### src/rtl/rr_grant_sequencer_pkg.sv
// Shared definitions for the round-robin grant sequencer: FSM state
// encodings and the hold-counter width helper.
package rr_grant_sequencer_pkg;

  // 2-bit state encodings; 2'b11 is unreachable in normal operation.
  localparam logic [1:0] ST_IDLE    = 2'b00;
  localparam logic [1:0] ST_GRANT   = 2'b01;
  localparam logic [1:0] ST_REVOKE  = 2'b10;
  localparam logic [1:0] ST_ILLEGAL = 2'b11;

  // Hold counter must represent 0..MAX_HOLD-1 with one bit of headroom so an
  // over-range value (fault) stays visible to the safety flag.
  function automatic int hold_cnt_width(input int max_hold);
    return $clog2(max_hold) + 1;
  endfunction

endpackage

### src/rtl/rr_grant_sequencer_pick.sv
// Rotating priority encoder: returns the first requester with req set,
// scanning ptr, ptr+1, ... wrapping at N_REQ.
module rr_pick #(
  parameter int N_REQ = 4,
  parameter int ID_W  = 2
) (
  input  logic [N_REQ-1:0] req,
  input  logic [ID_W-1:0]  ptr,
  output logic             any,
  output logic [ID_W-1:0]  idx
);

  int w_sum;

  // Scan from the farthest slot down to ptr so the slot closest to ptr
  // is written last and therefore wins.
  always_comb begin
    // NOTE: every output of a combinational block gets a default first;
    // a path that leaves one unassigned would infer a latch.
    any   = 1'b0;
    idx   = '0;
    w_sum = 0;
    for (int k = N_REQ - 1; k >= 0; k--) begin
      w_sum = int'(ptr) + k;
      if (w_sum >= N_REQ) w_sum = w_sum - N_REQ;
      if (req[w_sum]) begin
        any = 1'b1;
        idx = ID_W'(w_sum);
      end
    end
  end

endmodule

### src/rtl/rr_grant_sequencer.sv
// Round-robin grant sequencer for one shared resource. Grants are held
// until released (done or req drop on the owner) or until MAX_HOLD cycles
// elapse, then a revoke cycle drains the resource before the next grant.
// `bad` flags any state that must be unreachable.
module rr_grant_sequencer
  import rr_grant_sequencer_pkg::*;
#(
  parameter int N_REQ    = 4,
  parameter int ID_W     = $clog2(N_REQ),
  parameter int MAX_HOLD = 8
) (
  input  logic             clk,
  input  logic             reset,
  input  logic [N_REQ-1:0] req,
  input  logic [N_REQ-1:0] done,
  output logic [N_REQ-1:0] gnt,
  output logic [ID_W-1:0]  gnt_id,
  output logic             gnt_vld,
  output logic             timeout,
  output logic             bad
);

  localparam int               HC_W      = hold_cnt_width(MAX_HOLD);
  localparam logic [HC_W-1:0]  HOLD_LAST = HC_W'(MAX_HOLD - 1);
  localparam logic [ID_W-1:0]  ID_LAST   = ID_W'(N_REQ - 1);

  logic [1:0]       r_state;
  logic [N_REQ-1:0] r_gnt;
  logic [ID_W-1:0]  r_gnt_id;
  logic             r_gnt_vld;
  logic             r_timeout;
  logic [ID_W-1:0]  r_ptr;
  logic [HC_W-1:0]  r_hold_cnt;

  logic             w_any;
  logic [ID_W-1:0]  w_idx;
  logic             w_release;
  logic             w_limit;
  logic [ID_W-1:0]  w_next_ptr;
  logic             w_multi_gnt;

  rr_pick #(
    .N_REQ (N_REQ),
    .ID_W  (ID_W)
  ) u_pick (
    .req (req),
    .ptr (r_ptr),
    .any (w_any),
    .idx (w_idx)
  );

  // Only the current owner's done/req bits matter; others are ignored.
  assign w_release  = done[r_gnt_id] | ~req[r_gnt_id];
  assign w_limit    = (r_hold_cnt >= HOLD_LAST);
  assign w_next_ptr = (r_gnt_id == ID_LAST) ? '0 : r_gnt_id + ID_W'(1);

  // Grant/hold/revoke sequencing with synchronous active-low reset.
  always_ff @(posedge clk) begin
    // NOTE: sequential state uses non-blocking assignments so every register
    // samples pre-edge values regardless of statement order.
    if (!reset) begin
      r_state    <= ST_IDLE;
      r_gnt      <= '0;
      r_gnt_id   <= '0;
      r_gnt_vld  <= 1'b0;
      r_timeout  <= 1'b0;
      r_ptr      <= '0;
      r_hold_cnt <= '0;
    end else begin
      r_timeout <= 1'b0;
      case (r_state)
        ST_IDLE: begin
          if (w_any) begin
            r_state    <= ST_GRANT;
            r_gnt      <= N_REQ'(1) << w_idx;
            r_gnt_id   <= w_idx;
            r_gnt_vld  <= 1'b1;
            r_hold_cnt <= '0;
          end
        end
        ST_GRANT: begin
          if (w_release || w_limit) begin
            // Normal release takes precedence over the hold limit.
            r_state    <= ST_REVOKE;
            r_gnt      <= '0;
            r_gnt_vld  <= 1'b0;
            r_ptr      <= w_next_ptr;
            r_hold_cnt <= '0;
            r_timeout  <= ~w_release;
          end else if (r_hold_cnt != HOLD_LAST) begin
            r_hold_cnt <= r_hold_cnt + HC_W'(1);
          end
        end
        ST_REVOKE: begin
          // Dead cycle so the resource drains before the next grant.
          r_state <= ST_IDLE;
        end
        default: begin
          r_state    <= ST_IDLE;
          r_gnt      <= '0;
          r_gnt_vld  <= 1'b0;
          r_hold_cnt <= '0;
        end
      endcase
    end
  end

  assign w_multi_gnt = |(r_gnt & (r_gnt - N_REQ'(1)));

  assign bad = (r_state == ST_ILLEGAL)
             | w_multi_gnt
             | (r_gnt_vld != |r_gnt)
             | (r_gnt_vld & (r_state != ST_GRANT))
             | (r_hold_cnt > HOLD_LAST);

  assign gnt     = r_gnt;
  assign gnt_id  = r_gnt_id;
  assign gnt_vld = r_gnt_vld;
  assign timeout = r_timeout;

endmodule

### config.mk
export PLATFORM = sky130hd
export DESIGN_NAME = rr_grant_sequencer
export DESIGN_NICKNAME = d
export VERILOG_FILES = /design/src/rtl/rr_grant_sequencer_pkg.sv /design/src/rtl/rr_grant_sequencer_pick.sv /design/src/rtl/rr_grant_sequencer.sv
export SDC_FILE = /design/constraint.sdc
export NUM_CORES = 1
export LEC_CHECK = 0
export CORE_MARGIN = 5
export CORE_UTILIZATION = 51
export CTS_BUF_LIST = sky130_fd_sc_hd__clkbuf_16
export DETAILED_ROUTE_END_ITERATION = 12
export MAX_ROUTING_LAYER = met4
export PLACE_DENSITY = 0.91
export SLEW_MARGIN = 10
export SYNTH_ARGS = -nofsm -noshare
export SYNTH_HDL_FRONTEND = slang
export SYNTH_SLANG_ARGS = --single-unit
### constraint.sdc
create_clock -name clk -period 4 [get_ports clk]
set_input_delay 0.8 -clock clk [delete_from_list [all_inputs] [get_ports clk]]
set_output_delay 0.8 -clock clk [all_outputs]
set_load 0.02 [all_outputs]
==> qor.txt <==
proportion of register bits with asynchronous set or reset after synthesis = 0
share of layout cells above drive strength 1 = 0.115
placer congestion estimate = 0.787
global-route wire length before repair = 3750 um
met1 track demand over resource in global routing = 0.221
Main synth FF type = sky130_fd_sc_hd__dfxtp_1
Critical R2R Launch = gnt_id[1]
area of combinational cells with multiple inputs = 482 sq um
number of vias in the routed layout = 803
register area share after synthesis = 0.388
number of post-CTS setup repair buffers = 0
Top Usage Layer GRT = met2
Total Power = 492 uW
syn nets = 104
netlist area before placement = 825 sq um
cell accounting for the most synthesized area = sky130_fd_sc_hd__dfxtp_1
area of the die = 2520 sq um
Num CTS Buffers = 3
stages on the worst setup path = 5
Mapped Cells = 92
Worst Tran Pin Value = 0.552 ns
RSZ-0062 raised after global routing = false
cts-stage hold buffer count = 0
Worst setup startpoint = r_state[0]
number of buffers on the longest clock path = 2
largest cells by area after synthesis = sky130_fd_sc_hd__dfxtp_1 39%, sky130_fd_sc_hd__a21oi_1 4.9%, sky130_fd_sc_hd__nand3_1 4.2%
library cell contributing the largest single delay on the critical path = sky130_fd_sc_hd__clkdlybuf4s50_1
count of unresolved DRC violations after routing = 0
core region area = 1520 sq um
R2R depth = 4
number of pins exceeding their max-slew limit in the final report = 0
Crit path required time = 3.20 ns
Die W = 50.2 um
DRC marker count from the first detailed-route iteration = 35
final critical-path share of the clock period = 0.681
CP Capture Type = output pin
worst setup slack after layout = 1.27 ns
total power per unit cell area = 447 nW/um^2
Clk pin slew, worst setup/hold paths = 0.05 ns
detailed placement HPWL = 1500 um
fraction of post-synthesis cell area in the top cell type by area = 0.388
critical path fanouts, max = 6
Distinct cells, synth = 35
average cell area after synthesis = 8.96 sq um
Setup violations, final = 0
number of synthesized flops with an enable pin = 0
critical path startpoint category = flop
Period minus WS final = 2.73 ns
endpoint arrival time on the critical path = 1.93 ns
Row Count = 14
minimum setup slack after placement = 1.44 ns
Via density = 6.22
clock sink count = 16
sum of overflow across all layers after global routing = 0
count of state elements after synthesis = 16
number of resized instances in the post-cts repair step = 0
P&R area growth vs syn = 33.4%
global-route track usage on met3 = 0.0296
library cell used as clock root buffer = sky130_fd_sc_hd__clkbuf_16
footprint of the flip-flops and latches = 320 sq um
ANT cells = 0
count of nets left with antenna violations after detail routing = 0
count of buffer and inverter cells on the critical path = 1
WL/cell = 17.0 um
cell family with the largest share of critical-path delay = simple AND/OR/NAND/NOR gates
Crit Path Class = reg -> out
overall track demand over capacity in global routing = 0.196
outcome = finished clean
CTS tree = done
PortBufs = 18
number of hold violations in the final report = 0
leakage power total = 0.000427 uW
list of cells traversed by the critical path = nor2b_1 -> nand3_1 -> o21ai_0 -> nand3_1 -> clkdlybuf4s50_1
wirelength, routed = 2190 um
starting density of the core = 0.541
Worst Skew = 0.00381 ns
floorplan die height = 50.2 um
timing endpoint of the critical path = bad
CP max stage delay = 0.55 ns
level count of the clock H-tree = 1
Reg2Reg Setup Slack = 2.40 ns
Achievable Freq = 367 MHz
Fin Setup TNS = 0 ns
Yosys warning total = 0
worst skew pair latency = 0.24 ns
filler cell count in the final layout = 114
total I/O pin count = 19
most frequent cell on the critical path = sky130_fd_sc_hd__nand3_1
max-cap violation count = 0
Final Net Count = 126
worst min-delay path category = reg -> reg
capturing point of the worst reg2reg path = r_ptr[0]
maximum vdd drop = 0.000254 V
max-slew headroom at the worst pin = 0.630
via count of the first global-routing pass = 769
pin count of the biggest net entering global routing = 17
1st-pass router iterations = 4
met2 GRT Util = 0.333
initial antenna violation count = 0
-- cell families after synthesis --
kind of cell / after synthesis / synth area share
compound gates: 27 / 0.225
xor+xnor: 1 / 0.0106
fa+ha+maj: 2 / 0.0303
buf+inv: 6 / 0.0273
flops: 16 / 0.388
mux: 4 / 0.0652
simple gates: 36 / 0.253
-- worst register-to-register path, stage by stage, from the launching register on --
cell,delay [ns]
sky130_fd_sc_hd__dfxtp_1,0.40
sky130_fd_sc_hd__mux4_2,0.59
sky130_fd_sc_hd__a21boi_2,0.32
sky130_fd_sc_hd__nand3_1,0.12
sky130_fd_sc_hd__o31ai_1,0.09
-- cell usage after synthesis (2+ instances only) --
library cell               count
sky130_fd_sc_hd__and3_1        2
sky130_fd_sc_hd__a22o_1        3
sky130_fd_sc_hd__a21oi_1       8
sky130_fd_sc_hd__o21a_1        2
sky130_fd_sc_hd__nor2_1        9
sky130_fd_sc_hd__o21ai_1       2
sky130_fd_sc_hd__nand2b_1      2
sky130_fd_sc_hd__ha_1          2
sky130_fd_sc_hd__dfxtp_1      16
sky130_fd_sc_hd__nor2b_1       5
sky130_fd_sc_hd__inv_1         4
sky130_fd_sc_hd__o21ai_0       4
sky130_fd_sc_hd__nand3_1       7
sky130_fd_sc_hd__nand2_1       4
sky130_fd_sc_hd__mux2i_1       2
-- cell usage in the layout, fill, tap and decap left out, types with 2 or more instances in the layout --
cell	n
sky130_fd_sc_hd__o21ai_1	2
sky130_fd_sc_hd__nand2b_1	2
sky130_fd_sc_hd__inv_1	4
sky130_fd_sc_hd__nor2_1	9
sky130_fd_sc_hd__ha_1	2
sky130_fd_sc_hd__nand2_1	4
sky130_fd_sc_hd__dfxtp_1	16
sky130_fd_sc_hd__a22o_1	3
sky130_fd_sc_hd__clkbuf_16	3
sky130_fd_sc_hd__and3_1	2
sky130_fd_sc_hd__nor2b_1	5
sky130_fd_sc_hd__mux2i_1	2
sky130_fd_sc_hd__o21ai_0	4
sky130_fd_sc_hd__o21a_1	2
sky130_fd_sc_hd__nand3_1	7
sky130_fd_sc_hd__a21oi_1	8
sky130_fd_sc_hd__clkdlybuf4s50_1	18
-- layer usage --
metal | routed length [um] | up-vias
met5 | 0 | -
met2 | 1130 | 43
li1 | - | 374
met3 | 162 | 8
met4 | 60 | 0
met1 | 830 | 378
-- state kept, by name, summed over array words and instances (netlist names) --
signal and cells:
r_ptr 2, r_hold_cnt 4, gnt_vld 1, gnt 4
gnt_id 2, timeout 1, r_state 2
-- layout make-up --
class | instances | share of cell area
multi-input cells | 70 | 0.438
clock buffers | 3 | 0.0683
well taps | 16 | 0.0182
flip-flops and latches | 16 | 0.291
repair buffers | 18 | 0.164
clock inverters | 1 | 0.00341
inverters | 5 | 0.0171
-- worst min-delay path by stage --
stage / from / end / slack, ns / cells past startpoint
floorplan: r_hold_cnt[3] / r_hold_cnt[3] / 0.46 / 2
global placement: r_hold_cnt[1] / r_hold_cnt[3] / 0.49 / 2
detailed placement: r_hold_cnt[1] / r_hold_cnt[1] / 0.49 / 2
CTS: r_ptr[0] / r_ptr[0] / 0.51 / 2
global route: r_ptr[0] / r_ptr[0] / 0.54 / 2
finish: r_hold_cnt[1] / r_hold_cnt[3] / 0.52 / 2
-- where the power goes --
group / switching [uW] / total (uW) / internal, uW
logic: 60.4 / 114 / 53.1
registers: 13.6 / 185 / 171
clock network: 60.8 / 193 / 132
-- stage by stage --
stage                      util  cells  cell area [sq um]  hold WS (ns)
after floorplan               -     92                825         0.462
after global placement    0.670    125               1020         0.489
after detailed placement  0.670    125               1020         0.492
after CTS                 0.722    129               1100         0.509
after global routing      0.722    129               1100         0.541
final                     0.722    129               1100         0.520
No activity file was read; power rests on OpenSTA's default activity.
